### src/rtl/vga_pkg.sv
// Shared VGA pipeline widths, font geometry and the pixel bundle that
// travels alongside the text-overlay datapath.
package vga_pkg;

    localparam int RGB_W         = 12;
    localparam int COUNT_W       = 11;
    localparam int FONT_W        = 8;
    localparam int FONT_H        = 16;
    localparam int DRAW_CHAR_LAT = 3;

    typedef struct packed {
        logic [COUNT_W-1:0] hcount;
        logic [COUNT_W-1:0] vcount;
        logic               hsync;
        logic               vsync;
        logic               hblnk;
        logic               vblnk;
        logic [RGB_W-1:0]   rgb;
    } vga_bus_t;

endpackage

### src/rtl/delay.sv
// Fixed-length register delay line with synchronous active-high clear.
// CLK_DEL = 0 degenerates to a wire.
module delay #(
    parameter int WIDTH   = 8,
    parameter int CLK_DEL = 1
) (
    input  logic             pclk,
    input  logic             rst,
    input  logic [WIDTH-1:0] i_din,
    output logic [WIDTH-1:0] o_dout
);

    generate
        if (CLK_DEL == 0) begin : g_wire
            assign o_dout = i_din;
        end else begin : g_pipe
            logic [WIDTH-1:0] r_pipe [CLK_DEL];

            always_ff @(posedge pclk) begin
                if (rst) begin
                    for (int i = 0; i < CLK_DEL; i++) r_pipe[i] <= '0;
                end else begin
                    r_pipe[0] <= i_din;
                    for (int i = 1; i < CLK_DEL; i++) r_pipe[i] <= r_pipe[i-1];
                end
            end

            assign o_dout = r_pipe[CLK_DEL-1];
        end
    endgenerate

endmodule

### src/rtl/draw_rect_char.sv
// Text overlay: addresses char_rom/font_rom from the pixel position and paints
// font pixels over the RGB stream. Define TEXT_BG_EN for an opaque text box.
module draw_rect_char
    import vga_pkg::*;
#(
    parameter logic [COUNT_W-1:0] XPOS       = 11'd0,
    parameter logic [COUNT_W-1:0] YPOS       = 11'd0,
    parameter int                 COLS       = 16,
    parameter int                 ROWS       = 16,
    parameter logic [RGB_W-1:0]   TEXT_COLOR = 12'hFFF,
    parameter logic [RGB_W-1:0]   BG_COLOR   = 12'h000
) (
    input  logic               pclk,
    input  logic               rst,
    input  logic [COUNT_W-1:0] hcount_in,
    input  logic [COUNT_W-1:0] vcount_in,
    input  logic               hsync_in,
    input  logic               vsync_in,
    input  logic               hblnk_in,
    input  logic               vblnk_in,
    input  logic [RGB_W-1:0]   rgb_in,
    input  logic [FONT_W-1:0]  char_pixels,
    output logic [7:0]         char_xy,
    output logic [3:0]         char_line,
    output logic [COUNT_W-1:0] hcount_out,
    output logic [COUNT_W-1:0] vcount_out,
    output logic               hsync_out,
    output logic               vsync_out,
    output logic               hblnk_out,
    output logic               vblnk_out,
    output logic [RGB_W-1:0]   rgb_out
);

    // One extra bit so XPOS + width cannot wrap at the top of the count range.
    typedef logic [COUNT_W:0] cnt_ext_t;

    localparam cnt_ext_t X_LO = cnt_ext_t'(XPOS);
    localparam cnt_ext_t Y_LO = cnt_ext_t'(YPOS);
    localparam cnt_ext_t X_HI = cnt_ext_t'(XPOS) + cnt_ext_t'(FONT_W * COLS);
    localparam cnt_ext_t Y_HI = cnt_ext_t'(YPOS) + cnt_ext_t'(FONT_H * ROWS);

`ifdef TEXT_BG_EN
    localparam logic BG_EN = 1'b1;
`else
    localparam logic BG_EN = 1'b0;
`endif

    function automatic logic font_bit(input logic [FONT_W-1:0] row, input logic [2:0] px);
        return row[3'(FONT_W-1) - px];
    endfunction

    logic       w_in_rect;
    logic [6:0] w_dx;
    logic [7:0] w_dy;

    assign w_in_rect = ({1'b0, hcount_in} >= X_LO) && ({1'b0, hcount_in} < X_HI) &&
                       ({1'b0, vcount_in} >= Y_LO) && ({1'b0, vcount_in} < Y_HI);
    assign w_dx = 7'(hcount_in - XPOS);
    assign w_dy = 8'(vcount_in - YPOS);

    // Timing and colour ride a two-deep delay line to meet char_pixels.
    vga_bus_t w_bus_p0;
    vga_bus_t w_bus_p2;

    assign w_bus_p0 = '{hcount: hcount_in, vcount: vcount_in,
                        hsync: hsync_in, vsync: vsync_in,
                        hblnk: hblnk_in, vblnk: vblnk_in, rgb: rgb_in};

    delay #(
        .WIDTH   ($bits(vga_bus_t)),
        .CLK_DEL (DRAW_CHAR_LAT - 1)
    ) u_bus_delay (
        .pclk   (pclk),
        .rst    (rst),
        .i_din  (w_bus_p0),
        .o_dout (w_bus_p2)
    );

    // Stage 1: rom address plus the position facts needed later.
    logic       r_in_rect_p1;
    logic [2:0] r_dx_p1;

    always_ff @(posedge pclk) begin
        if (rst) begin
            char_xy      <= '0;
            char_line    <= '0;
            r_in_rect_p1 <= 1'b0;
            r_dx_p1      <= '0;
        end else begin
            char_xy      <= w_in_rect ? {w_dy[7:4], w_dx[6:3]} : 8'h00;
            char_line    <= w_in_rect ? w_dy[3:0] : 4'h0;
            r_in_rect_p1 <= w_in_rect;
            r_dx_p1      <= w_dx[2:0];
        end
    end

    // Stage 2: aligned with the registered font_rom read.
    logic       r_in_rect_p2;
    logic [2:0] r_dx_p2;

    always_ff @(posedge pclk) begin
        if (rst) begin
            r_in_rect_p2 <= 1'b0;
            r_dx_p2      <= '0;
        end else begin
            r_in_rect_p2 <= r_in_rect_p1;
            r_dx_p2      <= r_dx_p1;
        end
    end

    logic [RGB_W-1:0] w_rgb_p2;

    always_comb begin
        w_rgb_p2 = w_bus_p2.rgb;
        if (w_bus_p2.hblnk || w_bus_p2.vblnk) begin
            w_rgb_p2 = '0;
        end else if (r_in_rect_p2 && font_bit(char_pixels, r_dx_p2)) begin
            w_rgb_p2 = TEXT_COLOR;
        end else if (r_in_rect_p2 && BG_EN) begin
            w_rgb_p2 = BG_COLOR;
        end
    end

    // Stage 3: output register.
    always_ff @(posedge pclk) begin
        if (rst) begin
            hcount_out <= '0;
            vcount_out <= '0;
            hsync_out  <= 1'b0;
            vsync_out  <= 1'b0;
            hblnk_out  <= 1'b0;
            vblnk_out  <= 1'b0;
            rgb_out    <= '0;
        end else begin
            hcount_out <= w_bus_p2.hcount;
            vcount_out <= w_bus_p2.vcount;
            hsync_out  <= w_bus_p2.hsync;
            vsync_out  <= w_bus_p2.vsync;
            hblnk_out  <= w_bus_p2.hblnk;
            vblnk_out  <= w_bus_p2.vblnk;
            rgb_out    <= w_rgb_p2;
        end
    end

endmodule

### config.mk
export PLATFORM = sky130hd
export DESIGN_NAME = draw_rect_char
export DESIGN_NICKNAME = d
export VERILOG_FILES = /design/src/rtl/vga_pkg.sv /design/src/rtl/delay.sv /design/src/rtl/draw_rect_char.sv
export SDC_FILE = /design/constraint.sdc
export NUM_CORES = 1
export LEC_CHECK = 0
export BUFFER_PORTS_ARGS = -buffer_cell sky130_fd_sc_hd__buf_2
export CORE_MARGIN = 2
export CORE_UTILIZATION = 51
export DETAILED_ROUTE_END_ITERATION = 7
export PLACE_DENSITY = 0.78
export SYNTH_ARGS = -nofsm -noshare
export SYNTH_HDL_FRONTEND = slang
export SYNTH_SLANG_ARGS = --single-unit
### constraint.sdc
create_clock -name pclk -period 1.9 [get_ports pclk]
set_clock_uncertainty 0.2 [all_clocks]
set_input_delay 0.38 -clock pclk [delete_from_list [all_inputs] [get_ports pclk]]
set_output_delay 0.38 -clock pclk [all_outputs]
set_load 0.05 [all_outputs]
# ---- Word-level counts from Yosys, hierarchy flattened
# Memories as Yosys holds them, arrays and structs flattened.
# Cells that the tools add are included.
dict set report classes {
  add_sub_neg 1
  n_lt_le_gt_ge 3
  n_mux 8
  bitwise 3
  n_reduce_logical 5
}
# op n
set ops {}
lappend ops {{two-way mux 38 bit} 2}
lappend ops {{two-way mux 12 bit} 1}
lappend ops {{< comparator 11 x 8 -> 1 bit, second input constant} 1}
lappend ops {{< comparator 11 x 9 -> 1 bit, second input constant} 1}
lappend ops {{< comparator 3 x 4 -> 1 bit, second input constant} 1}
lappend ops {{two-way mux 1 bit} 4}
lappend ops {{OR reduction 2 bit} 2}
lappend ops {{binary-select mux 1 bit (select 3 bit)} 1}
lappend ops {{subtractor 3 bit, first input constant} 1}
lappend ops {{logical AND 1 bit} 2}
lappend ops {{OR 1 bit} 2}
lappend ops {{logical OR 1 bit} 1}
lappend ops {{inverter 1 bit} 1}
dict set report totals {
  ff_bits 58
  ramBits 76
  inputBits 48
  output_inout_bits 50
  word_cells 34
  mem_count 1
}
# memory depth word_bits read_ports rd_ports_with_merged_regs write_ports line_no
set mem_list {}
lappend mem_list {u_bus_delay.g_pipe.r_pipe 2 38 2 0 2 delay.sv:17} ;# logic [WIDTH-1:0] r_pipe [CLK_DEL];

# ---- Depth between registers and ports, before layout
dict set report depth {
  word_depth 5
  depth_mapped 4
  depth_no_buf 3
}

# ---- By module
# From an unflattened synthesis, not the netlist that was laid out.
dict set report unflattened {
  cells_unflattened 368
  hier_area_um2 4205.3
}
# module instances cells_per_inst area_each_um2 seq_area_each_um2
set modules_own_cells {}
lappend modules_own_cells {delay 1 198 2349.8 1521.5}
lappend modules_own_cells {draw_rect_char 1 170 1855.5 1161.1}

# ---- Worst setup path after synthesis
# Ideal clock, no wire load.
dict set report synth_timing {
  path_kind {reg-to-reg}
  from {register r_dx_p2[0]}
  to {register rgb_out[10]}
  setup_time_ns 0.118
  arrival_time_ns 1.281
  required_time_ns 1.582
  path_slack_ns 0.301
  path_stages_with_launch 5
  path_buffers 1
  period_less_slack_ns 1.599
  cell_sequence {dfxtp_1 > mux4_2 > buf_2 > o21ai_1 > a21oi_2}
}
dict set report synth_via {
  elab_chain_len 5
}
# element line_no
set synth_lines {}
lappend synth_lines {{start: declaration} draw_rect_char.sv:99} ;# logic [2:0] r_dx_p2;
lappend synth_lines {{start signal: assignment} draw_rect_char.sv:107} ;# r_dx_p2 <= r_dx_p1;
lappend synth_lines {{subtractor 3 bit} draw_rect_char.sv:49} ;# return row[3'(FONT_W-1) - px];
lappend synth_lines {{binary-select mux 1 bit (select 3 bit)} draw_rect_char.sv:49}
lappend synth_lines {{two-way mux 1 bit (not written as such)} draw_rect_char.sv:49}
lappend synth_lines {{logical AND 1 bit} draw_rect_char.sv:117} ;# end else if (r_in_rect_p2 && font_bit(char_pixels, r_dx_p2)) begin
lappend synth_lines {{two-way mux 12 bit} draw_rect_char.sv:117}
lappend synth_lines {{end signal: assignment} draw_rect_char.sv:141} ;# rgb_out <= w_rgb_p2;
lappend synth_lines {{end: declaration} draw_rect_char.sv:31} ;# output logic [RGB_W-1:0] rgb_out
# No other way between the ends. The select of a mux whose other input is x is not followed.
# A chain may end at the register's enable or synchronous reset.

# ---- Worst setup path after layout
dict set report layout_timing {
  from {input hcount_in[10]}
  to {register char_line[2]}
}
dict set report layout_via {
  elab_chain_len 4
}
# element line_no
set layout_lines {}
lappend layout_lines {{start: declaration} draw_rect_char.sv:15} ;# input logic [COUNT_W-1:0] hcount_in,
lappend layout_lines {{< comparator 11 x 8 -> 1 bit} draw_rect_char.sv:56} ;# assign w_in_rect = ({1'b0, hcount_in} >= X_LO) && ({1'b0, hcount_in} < X_HI) &&
lappend layout_lines {{logical AND 1 bit} draw_rect_char.sv:57} ;# ({1'b0, vcount_in} >= Y_LO) && ({1'b0, vcount_in} < Y_HI);
lappend layout_lines {{inverter 1 bit (no line)} n/a}
lappend layout_lines {{OR reduction 2 bit (no line)} n/a}
lappend layout_lines {{end signal: assignment} draw_rect_char.sv:91} ;# char_line <= w_in_rect ? w_dy[3:0] : 4'h0;
lappend layout_lines {{end: declaration} draw_rect_char.sv:24} ;# output logic [3:0] char_line,
# No other way between the ends.

==> results_dict.tcl <==
set metrics [dict create \
    root_buffer "clkbuf_8" \
    syn_area_sq_um 3730 \
    placed_area_sq_um 4310 \
    rsz0062_at_grt "false" \
    insertion_delay_ps 500 \
    syn2layout_area_growth_pct 42.1 \
    worstSetupStartpointType "primary input" \
    p_leak_nw 2.33 \
    critPathMaxFanout 13 \
    syn_inst 318 \
    antenna_found_initial 0 \
    clockBufferDepth 2 \
    synth_cell_types 20 \
    worstPathArrival_ps 2090 \
    slew_viol_final 0 \
    fin_area_sq_um 5300 \
    fp-row-count 31 \
    tightest_slew_ps 484 \
    final_core_util 0.738 \
    ys.warnings.count 0 \
    synth_flop_cell "dfxtp_1" \
    worstSetupPathType "in -> reg" \
    die_x_microns 89.5 \
    cts_setup_buffers 0 \
    finalSetupViolations 0 \
    rr_worst_depth 3 \
    syn_nets 366 \
    power_density_nw_per_um2 1200 \
    wl_per_cell_microns 12.0 \
    start_util 0.519 \
    port_buffers 97 \
    post-route-period-util 0.971 \
    drc 0 \
    synth_area_per_cell_sq_um 11.7 \
    final.setup.worst_slack_ps 54.7 \
    core_sq_um 7180 \
    timing.fmax_mhz 542 \
    status "finished, final reports clean" \
    routabilityCongestion 0.723 \
    drt-vias-per-instance 4.32 \
    ios 98 \
    power_mw 6.37 \
    slew_headroom 0.677 \
    die_area_sq_um 8010 \
    fillers 477 \
    hold_depth 3 \
    ys_seq_elements 128 \
    final_layout_size_suffix_gt1_frac 0.309 \
    grt_start_max_net_pins 52 \
    cts-htree-levels 4 \
    antenna_cells 0 \
    dp_slack_ps -21.5 \
    cts.sinks 128 \
    hp-class "in -> reg" \
    nets 510 \
    grt_pass1_wl_microns 10400 \
    ir_drop_v 0.000769 \
    grt_pass1_vias 2377 \
    ys_seq_area_frac 0.687 \
    die_y_microns 89.5 \
    fin_crit_ps 1850 \
    grt_usage 0.180 \
    finalHoldViolCount 0 \
    place_hpwl_microns 3900 \
    cts_tree "done" \
    maxCapViolCount 0 \
    required_ps 2140 \
    synth_edf_count 0 \
    antenna_left 0 \
    first_pass_iters 4 \
    overflow 0 \
    clkTransAtPathRegs_ps 60 \
    drt_iter0_drc 76 \
    drt-total-wl_microns 6910 \
    worst_setup_path_end_kind "flop" \
    numCtsBuffers 17 \
    ys_async_sr_fraction 0 \
    num_vias 2480 \
]
-- power by group --
part / internal [mW] / switching, mW
clock network: 2.02 / 1.17
registers: 2.78 / 0.0247
logic: 0.174 / 0.200
total: 4.98 / 1.40
-- cells in the final DEF, fill, tap and decap left out, types with 2 or more instances in the layout --
cell type / instances
buf_4: 7
and2_1: 12
or4_1: 2
clkbuf_16: 16
buf_2: 96
dlygate4sd3_1: 38
inv_1: 13
mux2i_1: 2
inv_6: 3
bufinv_16: 3
a21oi_2: 10
clkinv_4: 3
dfxtp_1: 128
nand2b_1: 12
clkinvlp_4: 3
o21ai_1: 12
a21oi_1: 2
nor2b_1: 103
-- cell usage after synthesis, types with 2 or more instances --
cell / n / area [sq um]
a21oi_1: 2 / 10.0
mux2i_1: 2 / 20.0
nor2b_1: 103 / 644
a21oi_2: 10 / 87.6
o21ai_1: 12 / 60.1
clkbuf_1: 13 / 48.8
nand2b_1: 12 / 75.1
and2_1: 12 / 75.1
dfxtp_1: 128 / 2560
inv_1: 13 / 48.8
or4_1: 2 / 15.0
-- critical path, stage by stage --
cell and delay (ps):
dlygate4sd3_1 530, buf_2 130, or4_1 580, nor2_4 270, and2_1 200
-- sequential cells by signal, indices dropped and copies added, names as in the netlist --
name	cells
r_in_rect_p2	1
hcount_out	11
r_in_rect_p1	1
vblnk_out	1
char_line	4
vcount_out	11
r_dx_p1	2
char_xy	8
hblnk_out	1
r_dx_p2	2
rgb_out	12
u_bus_delay.g_pipe.r_pipe	72
vsync_out	1
hsync_out	1
-- final cells by class --
type / count / area [sq um] / share of cell area
clock buffers: 18 / 418 / 0.0789
clock inverters: 14 / 181 / 0.0343
flip-flops and latches: 128 / 2560 / 0.484
multi-input cells: 161 / 1050 / 0.198
inverters: 13 / 48.8 / 0.00921
repair buffers: 141 / 913 / 0.172
well taps: 99 / 124 / 0.0234
-- stage by stage --
stage,TNS (ps),std cells,hold WS (ps)
2_1_floorplan,0,318,214
4_1_cts,0,574,65.3
6_report,0,574,79.4
3_3_place_gp,-29.8,504,216
5_1_grt,0,574,77.4
3_5_place_dp,-173,504,220
-- metal layers --
metal,track usage,wire length [microns]
met2,0.294,3510
met3,0.0822,406
met1,0.191,2800
met5,0,0
met4,0.104,197
-- worst paths after layout --
kind | from | to | slack [ps]
max | hcount_in[10] | char_line[2] | 50
min | rst | vcount_out[9] | 80
max reg2reg | r_dx_p2[0] | rgb_out[1] | 190
min reg2reg | u_bus_delay.g_pipe.r_pipe[0][11] | u_bus_delay.g_pipe.r_pipe[0][49] | 230
-- cell families (layout without fill, tap and decap cells) --
logic type / after synthesis / in the layout / share of synthesized area
buffers and inverters: 29 / 186 / 0.0326
DFF: 128 / 128 / 0.687
muxes: 3 / 3 / 0.0114
and+or+nand+nor: 133 / 133 / 0.224
AOI/OAI and AO/OA: 25 / 25 / 0.0450
-- repair_timing --
item | 4_1_cts | 5_1_grt
hold buffers | 38 | 0
endpoints found under the hold margin | 50 | 0
resized for setup | 0 | 1
setup endpoints to repair | 0 | 12
No activity file was read; power rests on OpenSTA's default activity.
